File: src/rtl/clock_pkg.sv
// Shared types and 50 MHz timing defaults for the
// front-panel button conditioner.
package clock_pkg;

  typedef enum logic [1:0] {
    ST_IDLE,
    ST_ARMED,
    ST_REPEAT
  } ch_state_e;

  localparam int unsigned CLK_HZ            = 50_000_000;
  localparam int unsigned DEB_CYCLES_DEF    = 500_000;
  localparam int unsigned REPEAT_DELAY_DEF  = 25_000_000;
  localparam int unsigned REPEAT_PERIOD_DEF = 5_000_000;

  function automatic int unsigned max2(
    input int unsigned a,
    input int unsigned b
  );
    return (a > b) ? a : b;
  endfunction

endpackage

File: src/rtl/button_channel.sv
// One key: 2-flop sync, debounce, and press/auto-repeat
// pulse FSM with an external inhibit.
module button_channel
  import clock_pkg::*;
#(
  parameter int unsigned DEB_CYCLES    = DEB_CYCLES_DEF,
  parameter int unsigned REPEAT_DELAY  = REPEAT_DELAY_DEF,
  parameter int unsigned REPEAT_PERIOD = REPEAT_PERIOD_DEF,
  parameter bit          REPEAT_EN     = 1'b1
) (
  input  logic clk,
  input  logic rst_n,
  input  logic butt_n_i,
  input  logic inhibit_i,
  output logic held_o,
  output logic tick_o
);

  localparam int unsigned DW =
    $clog2(DEB_CYCLES + 1);
  localparam int unsigned RW =
    $clog2(max2(REPEAT_DELAY, REPEAT_PERIOD) + 1);

  logic [1:0]    sync_q;
  logic          deb_q, deb_d;
  logic [DW-1:0] dcnt_q, dcnt_d;
  ch_state_e     state_q, state_d;
  logic [RW-1:0] rcnt_q, rcnt_d;
  logic          pressed;

  always_ff @(posedge clk or negedge rst_n) begin
    if (!rst_n) begin
      sync_q  <= 2'b11;
      deb_q   <= 1'b1;
      dcnt_q  <= '0;
      state_q <= ST_IDLE;
      rcnt_q  <= '0;
    end else begin
      sync_q  <= {sync_q[0], butt_n_i};
      deb_q   <= deb_d;
      dcnt_q  <= dcnt_d;
      state_q <= state_d;
      rcnt_q  <= rcnt_d;
    end
  end

  // Any sample agreeing with the current level restarts the count.
  always_comb begin
    deb_d  = deb_q;
    dcnt_d = '0;
    if (sync_q[1] != deb_q) begin
      if (dcnt_q == DW'(DEB_CYCLES)) begin
        deb_d = sync_q[1];
      end else begin
        dcnt_d = dcnt_q + DW'(1);
      end
    end
  end

  assign pressed = ~deb_q;
  assign held_o  = pressed;

  always_comb begin
    state_d = state_q;
    rcnt_d  = rcnt_q;
    tick_o  = 1'b0;
    if (!pressed || inhibit_i) begin
      state_d = ST_IDLE;
      rcnt_d  = '0;
    end else begin
      unique case (state_q)
        ST_IDLE: begin
          tick_o  = 1'b1;
          state_d = ST_ARMED;
          rcnt_d  = '0;
        end
        ST_ARMED: begin
          if (REPEAT_EN) begin
            if (rcnt_q == RW'(REPEAT_DELAY - 1)) begin
              tick_o  = 1'b1;
              state_d = ST_REPEAT;
              rcnt_d  = '0;
            end else if (rcnt_q != '1) begin
              rcnt_d = rcnt_q + RW'(1);
            end
          end
        end
        ST_REPEAT: begin
          if (rcnt_q == RW'(REPEAT_PERIOD - 1)) begin
            tick_o = 1'b1;
            rcnt_d = '0;
          end else if (rcnt_q != '1) begin
            rcnt_d = rcnt_q + RW'(1);
          end
        end
        default: begin
          state_d = ST_IDLE;
          rcnt_d  = '0;
        end
      endcase
    end
  end

endmodule

File: src/rtl/button_conditioner.sv
// Three conditioned keys for the decade counter; up and
// down lock each other out while both are pressed.
module button_conditioner
  import clock_pkg::*;
#(
  parameter int unsigned DEB_CYCLES    = DEB_CYCLES_DEF,
  parameter int unsigned REPEAT_DELAY  = REPEAT_DELAY_DEF,
  parameter int unsigned REPEAT_PERIOD = REPEAT_PERIOD_DEF
) (
  input  logic       clk,
  input  logic       rst_n,
  input  logic       butt_increase_n,
  input  logic       butt_decrease_n,
  input  logic       butt_change_n,
  output logic       tick_up,
  output logic       tick_down,
  output logic       tick_change,
  output logic [2:0] held
);

  logic updn_lock;

  assign updn_lock = held[0] & held[1];

  button_channel #(
    .DEB_CYCLES    (DEB_CYCLES),
    .REPEAT_DELAY  (REPEAT_DELAY),
    .REPEAT_PERIOD (REPEAT_PERIOD),
    .REPEAT_EN     (1'b1)
  ) u_inc (
    .clk       (clk),
    .rst_n     (rst_n),
    .butt_n_i  (butt_increase_n),
    .inhibit_i (updn_lock),
    .held_o    (held[0]),
    .tick_o    (tick_up)
  );

  button_channel #(
    .DEB_CYCLES    (DEB_CYCLES),
    .REPEAT_DELAY  (REPEAT_DELAY),
    .REPEAT_PERIOD (REPEAT_PERIOD),
    .REPEAT_EN     (1'b1)
  ) u_dec (
    .clk       (clk),
    .rst_n     (rst_n),
    .butt_n_i  (butt_decrease_n),
    .inhibit_i (updn_lock),
    .held_o    (held[1]),
    .tick_o    (tick_down)
  );

  button_channel #(
    .DEB_CYCLES    (DEB_CYCLES),
    .REPEAT_DELAY  (REPEAT_DELAY),
    .REPEAT_PERIOD (REPEAT_PERIOD),
    .REPEAT_EN     (1'b0)
  ) u_chg (
    .clk       (clk),
    .rst_n     (rst_n),
    .butt_n_i  (butt_change_n),
    .inhibit_i (1'b0),
    .held_o    (held[2]),
    .tick_o    (tick_change)
  );

endmodule

File: config.mk
export PLATFORM = sky130hd
export DESIGN_NAME = button_conditioner
export DESIGN_NICKNAME = d
export VERILOG_FILES = /design/src/rtl/clock_pkg.sv /design/src/rtl/button_channel.sv /design/src/rtl/button_conditioner.sv
export SDC_FILE = /design/constraint.sdc
export NUM_CORES = 1
export LEC_CHECK = 0
export BUFFER_PORTS_ARGS = -buffer_cell sky130_fd_sc_hd__buf_2
export CORE_MARGIN = 2
export CORE_UTILIZATION = 45
export CTS_CLUSTER_SIZE = 24
export DETAILED_ROUTE_END_ITERATION = 12
export GPL_TIMING_DRIVEN = 0
export PLACE_DENSITY = 0.71
export SLEW_MARGIN = 5
export SYNTH_ARGS = -nofsm -noshare
export SYNTH_HDL_FRONTEND = slang
export SYNTH_HIERARCHICAL = 1
export SYNTH_SLANG_ARGS = --single-unit
File: constraint.sdc
create_clock -name clk -period 3 [get_ports clk]
set_input_delay 0.15 -clock clk [delete_from_list [all_inputs] [get_ports clk]]
set_output_delay 0.15 -clock clk [all_outputs]
set_load 0.005 [all_outputs]
==> results of run 1 <==
cells in the mapped netlist, types with 19 or more instances:
library cell  number  area share (%)
nor2_2            20             1.9
dfrtp_1          112              42
nand3_1           34             2.5
nand4_1           25             2.3
or3_1             19             1.8
xnor2_1           23             3.0
nor2_1            73             4.1
nand2_1           44             2.5
a21oi_1           25             1.9
o21ai_0           19             1.4
xor2_1            47             6.1
inv_1             22             1.2
critical path: stages (launching register included):
cell and delay, ns:
dfrtp_1 0.38, ha_1 0.34, nor4bb_1 0.35, nand4_1 0.26, nor2_1 0.17, a221oi_1 0.09, nor4_1 0.30, buf_2 0.19
flip-flops by register name (all words and copies together) (netlist names), 2 cells and up:
signal         flops
u_dec/rcnt_q      25
u_inc/rcnt_q      25
u_chg/dcnt_q      19
u_dec/dcnt_q      19
u_inc/dcnt_q      19
u_chg/sync_q       2
u_dec/state_q      2
u_dec/sync_q       2
u_inc/state_q      2
u_inc/sync_q       2
stage by stage:
stage | cells | setup slack [ns]
CTS | 902 | 0.254
detailed placement | 866 | 0.669
finish | 902 | 0.355
global placement | 865 | 0.319
floorplan | 671 | 1.07
global route | 902 | 0.126
per-layer routing:
layer | vias up | share of wire [%]
li1 | 2477 | -
met1 | 2566 | 45
met2 | 112 | 49
met3 | 28 | 4.0
met4 | 0 | 2.0
met5 | - | 0
worst max-delay path by stage:
stage               startpoint          endpoint  slack (ns)  depth (start not counted)
6_report       u_inc/rcnt_q[0]           tick_up        0.35                          7
4_1_cts        u_dec/rcnt_q[0]         tick_down        0.25                          7
3_5_place_dp   u_dec/rcnt_q[0]   u_dec/rcnt_q[8]        0.67                          7
5_1_grt        u_inc/rcnt_q[0]           tick_up        0.13                          7
3_3_place_gp             rst_n   u_dec/rcnt_q[5]        0.32                          1
2_1_floorplan  u_dec/rcnt_q[0]  u_dec/rcnt_q[11]        1.07                          7
kinds of logic (layout without fill, tap and decap cells):
group / after synthesis / in the layout / share of synthesized area (%)
flip-flops: 121 / 121 / 45.2
XOR/XNOR: 70 / 70 / 9.11
AND/OR/NAND/NOR: 315 / 315 / 27.4
adder cells (fa/ha/maj): 18 / 18 / 3.35
multiplexers: 3 / 3 / 0.465
AO/OA/AOI/OAI: 97 / 97 / 11.0
other: 1 / 2 / 0.0557
buffers and inverters: 45 / 92 / 3.48
report_power, final:
group          internal [mW]  switching (mW)  leakage [nW]
registers               1.65          0.0185          1.65
clock network           1.24           0.725         0.280
logic                 0.0284          0.0602          1.18
total                   2.92           0.804          3.10
what timing repair did:
action	CTS	global route
setup buffers	0	0
hold buffers	4	0
setup endpoints to repair	0	0
hold endpoints to repair	37	0
area by class of cell:
type                            instances  area, µm²
Fill cell                            1239       6930
Multi-Input combinational cell        505       3460
Sequential cell                       121       3040
Clock buffer                           20        447
Tap cell                              184        230
Buffer                                 23        151
Clock inverter                         12        126
Timing Repair Buffer                   15        124
Inverter                               22       82.6
==> qor.yml, run 1 <==
yosysUniqueCellTypes: 62
fin_crit_sh_pct: 88.2
ant_nets: 0
syn_to_final_growth_pct: 13.8
tightest_slew_ns: 0.672
power.density_nw_per_um2: 486
rr_startpoint: "u_dec/rcnt_q[0]"
port_buffers: 10
fin_nets: 728
cts_tree: "yes"
power_mw: 3.72
cts_resized: 0
ioPinCount: 11
drtPass1Iterations: 5
die-area_um2: 15900
hold_viol: 0
grt-ovfl-total: 0
final_cell_mix: "dfrtp_1 (112), nor2_1 (73), xor2_1 (47), nand2_1 (44), nand3_1 (34)"
die_y_um: 126
status: "complete, no violations"
relSlewSlack_pct: 54.9
synth_edf_count: 0
path_clk_slew_ns: 0.06
reg2regPathDepth: 7
layout-drive-gt1-share_pct: 16.7
place_area_um2: 7050
drc: 0
core.rowCount: 44
wire_per_inst_um: 15.3
cts.sinks: 121
ys_ff_latch: 121
timing.final.max_slew_violations: 0
initial_core_util_pct: 46.1
worstPathRequired_ns: 2.85
fp.dieW_um: 126
grt_start_max_net_pins: 88
whs_ns: 0.181
mostFrequentLayoutCell: "dfrtp_1"
finalWirelength_mm: 13.8
path_max_fanout: 6
setup_viol: 0
finalInstanceArea_um2: 7660
cp-start-kind: "flop"
via_per_inst: 5.75
rr_endpoint: "u_dec/rcnt_q[8]"
leakage_nw: 3.10
synth_flop_cell: "dfrtp_1"
min_path_type: "in2async"
antenna_found_initial: 0
tns_ns: 0
cp-end-kind: "primary output"
syn_avg_cell_area_um2: 10.0
rsz0062_at_grt: "false"
worstSetupPathType: "reg2out"
rrSetupSlack_ns: 0.65
n_antenna_cell: 0
clock_latency_ns: 0.43
grt_use_met2_pct: 29.8
gp_congestion: 0.852
grt_pass1_wl_mm: 24.3
busiest_layer: "met2"
dp_hpwl_mm: 9.34
yosys_warnings: 6
drt_iter0_drc: 459
synth_cells: 670
finClkSkew_ns: 0.0151
worstPathArrival_ns: 2.50
clockRootBuffer: "clkbuf_16"
grt_pass1_vias: 5179
max_freq_mhz: 378
yosysSeqAreaShare_pct: 45.2
async_flop_share_pct: 100
via_count: 5183
synth_area_um2: 6730
period_needed_ns: 2.65
grt_use_total_pct: 18.6
htree_levels: 4
met1_usage_pct: 23.9
fin_util_pct: 52.5
ir_worst_vdd_mv: 0.380
core_um2: 14600
cap_violations: 0
cts_buffers: 17
clk_path_buf_depth: 2
met3_usage_pct: 4.97
Note: power is estimated with default switching activity, not from simulation.
==> inputs of run 2 (changes only) <==
CELL_PAD_IN_SITES_DETAIL_PLACEMENT = 0   (was not set)
CELL_PAD_IN_SITES_GLOBAL_PLACEMENT = 2   (was not set)
PLACE_DENSITY = 0.95   (was 0.71)
==> run 2 against run 1 <==
Die area is the same. Global-route usage up 0.18 points. Clock power rose by 7%. Fmax shrank 0.72%. Hold slack got worse by 0.025 ns. First-iteration DRC count down 24%. Core utilization grew 0.29 points. Largest cell class unchanged. Largest power group unchanged.
==> qor.yml, run 2 (synthesis gave the netlist of run 1 again) <==
status: "complete, no violations"
wl_met1_mm: 6.81  # +9.3%
drtPass1Iterations: 4  # -1
syn_to_final_growth_pct: 14.5
power_mw: 3.86  # +3.7%
final_cell_mix: "dfrtp_1 (112), nor2_1 (73), xor2_1 (47), nand2_1 (44), nand3_1 (34)"
register_area_um2: 3040  # unchanged
die-area_um2: 15900  # unchanged
grt_pass1_vias: 5153  # -0.50%
grt-ovfl-total: 0  # unchanged
finalWirelength_mm: 14.0  # +1.3%
fp.dieW_um: 126  # unchanged
timing.final.max_slew_violations: 0  # unchanged
rsz0062_at_grt: "false"
wl_met3_um: 466  # -15%
gp_congestion: 0.825  # -3.2%
cts.sinks: 121  # unchanged
worstSetupPathType: "reg2out"
grt_pass1_wl_mm: 24.3  # -0.25%
leakage_nw: 3.12  # +0.50%
tns_ns: 0  # unchanged
cp-end-kind: "primary output"
dp.cells: 866  # unchanged
path_clk_slew_ns: 0.06  # about the same
setup_viol: 0  # unchanged
post_cts_buffers: 0  # unchanged
port_buffers: 10  # unchanged
ir_worst_vdd_mv: 0.391  # +2.9%
core_um2: 14600  # unchanged
power.density_nw_per_um2: 501  # +3.1%
hold_viol: 0  # unchanged
antenna_found_initial: 0  # unchanged
clock_latency_ns: 0.42  # about the same
mostFrequentLayoutCell: "dfrtp_1"
fin_nets: 728  # unchanged
cts_tree: "yes"
clk_path_buf_depth: 2  # unchanged
grt_use_total_pct: 18.8  # +0.18 points
fin_crit_sh_pct: 88.8  # +0.64 points
cts_buffers: 17  # unchanged
rrSetupSlack_ns: 0.65  # about the same
routed.top_layer: "met4"
n_antenna_cell: 0  # unchanged
die_y_um: 126  # unchanged
ioPinCount: 11  # unchanged
cts_resized: 0  # unchanged
clockRootBuffer: "clkbuf_16"
min_path_type: "in2async"
fill_cells: 1268  # +2.3%
max_freq_mhz: 375  # -0.72%
worstPathRequired_ns: 2.85  # about the same
postCtsHoldBufs: 4  # unchanged
worstPathArrival_ns: 2.51  # about the same
multi_input_area_um2: 3460  # unchanged
cp-start-kind: "flop"
fin_util_pct: 52.8  # +0.29 points
wl_met2_mm: 6.55  # -3.4%
core.rowCount: 44  # unchanged
grt_start_max_net_pins: 97  # +10%
dp_hpwl_mm: 9.40  # +0.57%
reg2regPathDepth: 7  # unchanged
finClkSkew_ns: 0.0101  # -0.00507 ns
via_count: 5119  # -1.2%
initial_core_util_pct: 46.1  # unchanged
htree_levels: 4  # unchanged
drt_iter0_drc: 350  # -24%
period_needed_ns: 2.66  # +0.0193 ns
cap_violations: 0  # unchanged
final_cells: 902  # unchanged
ant_nets: 0  # unchanged
relSlewSlack_pct: 52.7  # -2.1 points
tightest_slew_ns: 0.704  # +0.0317 ns
via_per_inst: 5.68  # -1.2%
reg_top3: "u_dec/rcnt_q: 25 flops, u_inc/rcnt_q: 25 flops"
layout-drive-gt1-share_pct: 16.9  # +0.14 points
path_max_fanout: 6  # unchanged
wire_per_inst_um: 15.5  # +1.3%
drc: 0  # unchanged
run 2: changes by cell type in the layout (fill, tap and decap cells not counted), sizes merged:
cell	delta
bufinv	+1
clkinv	-3
clkbuf	+1
clkinvlp	+1
run 2: layout make-up:
cell class	count	area share, %
Multi-Input combinational cell	505	44.9
Sequential cell	121	39.5
Clock buffer	21	6.11
Tap cell	184	2.99
Buffer	23	1.97
Clock inverter	11	1.88
Timing Repair Buffer	15	1.61
Inverter	22	1.07
run 2: report_power, final:
group	leakage (nW)	internal, mW	switching (mW)
combinational	1.18	0.0281	0.0602
sequential	1.65	1.65	0.0193
clock	0.295	1.37	0.731
total	3.12	3.05	0.810
run 2: path summary, 6_finish.rpt:
kind,startpoint,endpoint
max,u_inc/rcnt_q[0],tick_up
min,rst_n,u_chg/dcnt_q[16]
max reg2reg,u_dec/rcnt_q[0],u_dec/rcnt_q[0]
min reg2reg,u_dec/sync_q[0],u_dec/sync_q[1]
max in group asynchronous,rst_n,u_dec/deb_q
min in group clk,u_dec/sync_q[0],u_dec/sync_q[1]
run 2: per-stage QoR:
| stage | worst slack (ns) | hold WS, ns | cell area, µm² |
|---|---|---|---|
| global placement | 0.283 | 0.256 | 7010 |
| finish | 0.335 | 0.155 | 7700 |
| global route | 0.0524 | 0.169 | 7700 |
| floorplan | 1.07 | -0.146 | 6730 |
| detailed placement | 0.660 | 0.0310 | 7050 |
| CTS | 0.332 | 0.157 | 7700 |
run 2: worst max-delay path, stage by stage (launching register included):
cell and delay, ns:
dfrtp_1 0.37, ha_1 0.31, nor4bb_1 0.31, nand4_1 0.26, nor2_1 0.18, a221oi_1 0.10
nor4_1 0.36, buf_2 0.20
run 2: routing by layer:
metal,track usage [%],vias to the layer above
li1,-,2484
met1,24.6,2527
met2,30.4,90
met3,4.76,18
met4,6.59,0
met5,0,-
==> inputs of run 3 (changes only) <==
CORE_UTILIZATION = 44   (was 45)
MAX_ROUTING_LAYER = met4   (was not set)
SYNTH_HIERARCHICAL = not set   (was 1)
==> run 3 against run 2 <==
First-iteration DRC count is 20% higher. Via count is 3.7% lower. Largest power group unchanged. Register-to-register slack worse by 0.34 ns. Combinational power is 2.8% lower. Largest cell class unchanged. Critical path type is now reg2reg.
==> qor.yml, run 3 <==
min_path_type: "in2async"
max_freq_mhz: 371  # -1.0%
whs_ns: 0.181  # +0.0255 ns
drt_iter0_drc: 421  # +20%
ioPinCount: 11  # unchanged
worstPathArrival_ns: 3.03  # +0.52 ns
worstSetupPathType: "reg2reg"
path_max_fanout: 8  # +2
gp_congestion: 0.845  # +2.5%
relSlewSlack_pct: 38.3  # -14 points
critPathMaxStageDelay_ns: 0.82  # +0.45 ns
rrSetupSlack_ns: 0.31  # -0.34 ns
core.rowCount: 44  # unchanged
rsz0062_at_grt: "false"
grt_pass1_wl_mm: 23.1  # -4.8%
via_count: 4932  # -3.7%
syn_to_final_growth_pct: 14.6
sw_frac_of_total_pct: 21.6  # +0.58 points
crit_chain: "ha_1, nand2_1, nor3_1, a21oi_1, a31o_2, a21oi_1"
yosysUniqueCellTypes: 50  # -19%
critical-path-top-delay-family: "simple AND/OR/NAND/NOR gates"
worstPathRequired_ns: 3.34  # +0.49 ns
ys_top_cells_by_count: "nor2_1 (115), dfrtp_1 (112), nand2_1 (50)"
layout-drive-gt1-share_pct: 10.2  # -6.6 points
ant_nets: 0  # unchanged
synth_flop_cell: "dfrtp_1"
synth_area_um2: 6400  # -4.9%
die_y_um: 125  # -1.3%
register_area_um2: 3040  # unchanged
crit_cells: 6  # -1
power_frac_comb_pct: 2.3  # about the same
clockRootBuffer: "clkbuf_16"
seq_power_share_pct: 44.5  # +1.2 points
via_per_inst: 5.44  # -4.1%
hold_viol: 0  # unchanged
slowest_stage: "nor3_1"
wire_per_inst_um: 14.4  # -7.3%
power.internal_mw: 2.94  # -3.7%
critPathCapture: "u_dec.rcnt_q[11]"
setup_viol: 0  # unchanged
initial_core_util_pct: 44.5  # -1.6 points
cp-start-kind: "flop"
yosysMostFrequentCell: "nor2_1"
reg_top3: "u_dec.rcnt_q: 25 flops, u_inc.rcnt_q: 25 flops"
synth_edf_count: 0  # unchanged
path_common_cell: "a21oi_1"
post_cts_buffers: 0  # unchanged
reg2regPathDepth: 6  # -1
tightest_slew_ns: 0.919  # +0.215 ns
ys_ff_latch: 121  # unchanged
fin_nets: 732  # +0.55%
dp_hpwl_mm: 8.90  # -5.3%
syn_avg_cell_area_um2: 9.48  # -5.6%
grt_start_max_net_pins: 92  # -5.2%
period_needed_ns: 2.69  # +0.0280 ns
mostFrequentLayoutCell: "nor2_1"
die-area_um2: 15500  # -2.6%
n_antenna_cell: 0  # unchanged
cp_num_buf_inv: 0  # -1
fin_crit_sh_pct: 89.8  # +0.93 points
core_um2: 14400  # -1.5%
yosysSeqAreaShare_pct: 47.5  # +2.3 points
finClkSkew_ns: 0.0102  # +0.0000876 ns
syn_nets: 698
timing.final.max_slew_violations: 0  # unchanged
cts.sinks: 121  # unchanged
finalWirelength_mm: 13.1  # -6.8%
drtPass1Iterations: 4  # unchanged
grt-ovfl-total: 0  # unchanged
yosys_warnings: 0  # -6
multi_input_area_um2: 3160  # -8.6%
ys_top_cells_by_area: "dfrtp_1 (44%), nor2_1 (6.7%), xnor2_1 (6.4%), xor2_1 (5.7%), dfstp_2 (3.7%)"
power.density_nw_per_um2: 510  # +1.9%
ir_worst_vdd_mv: 0.372  # -5.0%
cp-end-kind: "flop"
final_cell_mix: "nor2_1 (115), dfrtp_1 (112), nand2_1 (50), xnor2_1 (47), xor2_1 (42)"
cts_tree: "yes"
rr_startpoint: "u_dec.rcnt_q[0]"
port_buffers: 10  # unchanged
tns_ns: 0  # unchanged
fill_cells: 1284  # +1.3%
status: "complete, no violations"
leakage_nw: 2.88  # -7.7%
synth_top_area_share_pct: 43.8  # +2.1 points
fp.dieW_um: 125  # -1.3%
clock_latency_ns: 0.42  # about the same
clk_path_buf_depth: 2  # unchanged
async_flop_share_pct: 100  # unchanged
net-switching-power_uw: 808  # -0.27%
synth_cells: 675  # +0.75%
antenna_found_initial: 0  # unchanged
cap_violations: 0  # unchanged
htree_levels: 4  # unchanged
drc: 0  # unchanged
grt_pass1_vias: 4908  # -4.8%
fin_util_pct: 51.0  # -1.7 points
grt_use_total_pct: 18.4  # -0.38 points
cts_buffers: 17  # unchanged
rr_endpoint: "u_dec.rcnt_q[11]"
crit_start: "u_dec.rcnt_q[0]"
path_clk_slew_ns: 0.06  # about the same
clkPwrFrac_pct: 53.3  # -1.1 points
synth_top_cell_by_area: "dfrtp_1"
run 3: cell count changes in the layout (fill, tap and decap cells not counted), moves of 8 or more:
cell     previous run  this run
nor2_2             20         0
or3_1              19         4
nand4_1            25        34
o21ai_0            19        11
nor2_1             73       115
o31ai_1            12         2
xnor2_1            23        47
run 3: cell type report:
class	count	area share [%]
Clock buffer	20	6.23
Sequential cell	121	41.4
Multi-Input combinational cell	506	43.1
Clock inverter	12	1.71
Tap cell	184	3.14
Timing Repair Buffer	15	1.69
Buffer	20	1.28
Inverter	28	1.43
run 3: repair_timing:
action	in CTS	in global routing
hold buffers	4	0
gates resized for setup	0	0
endpoints found under the hold margin	33	0
run 3: worst min path at each step:
stage,end,depth (start not counted),slack [ns]
final,u_dec.dcnt_q[8],2,0.18
after global routing,u_dec.dcnt_q[8],2,0.21
after global placement,u_chg.sync_q[0],1,0.26
after CTS,u_dec.dcnt_q[8],2,0.18
after detailed placement,u_dec.dcnt_q[8],1,0.05
after floorplan,u_chg.dcnt_q[0],0,-0.15
run 3: metrics by stage:
| stage | std cells | cell area, µm² | setup WS (ns) | power, mW |
|---|---|---|---|---|
| final | 906 | 7330 | 0.307 | 3.74 |
| after global routing | 906 | 7330 | 0.0456 | 3.88 |
| after CTS | 906 | 7330 | 0.192 | 3.79 |
| after detailed placement | 870 | 6710 | 0.349 | 1.78 |
| after global placement | 869 | 6680 | 0.268 | 1.77 |
| after floorplan | 675 | 6400 | 0.981 | 1.72 |
run 3: per-layer routing:
metal	vias to the layer above	share of wire (%)	global-route usage, %
met3	16	2.6	4.08
li1	2428	-	-
met4	0	1.4	7.01
met5	-	0	-
met2	63	48	28.4
met1	2425	48	23.8
run 3: logic make-up after synthesis:
logic type,after synthesis,synth area share (%)
buf+inv,48,3.11
mux,1,0.156
compound gates,58,5.79
fa+ha+maj,18,3.52
xor+xnor,89,12.2
flops,121,47.5
simple gates,340,27.7
run 3: power groups by stage:
stage / clock, mW / sequential (mW) / combinational (mW)
finish: 1.99 / 1.66 / 0.0858
global placement: 0 / 1.69 / 0.0777
detailed placement: 0 / 1.69 / 0.0852
CTS: 2.04 / 1.66 / 0.0900
global route: 2.11 / 1.67 / 0.101
floorplan: 0 / 1.69 / 0.0348
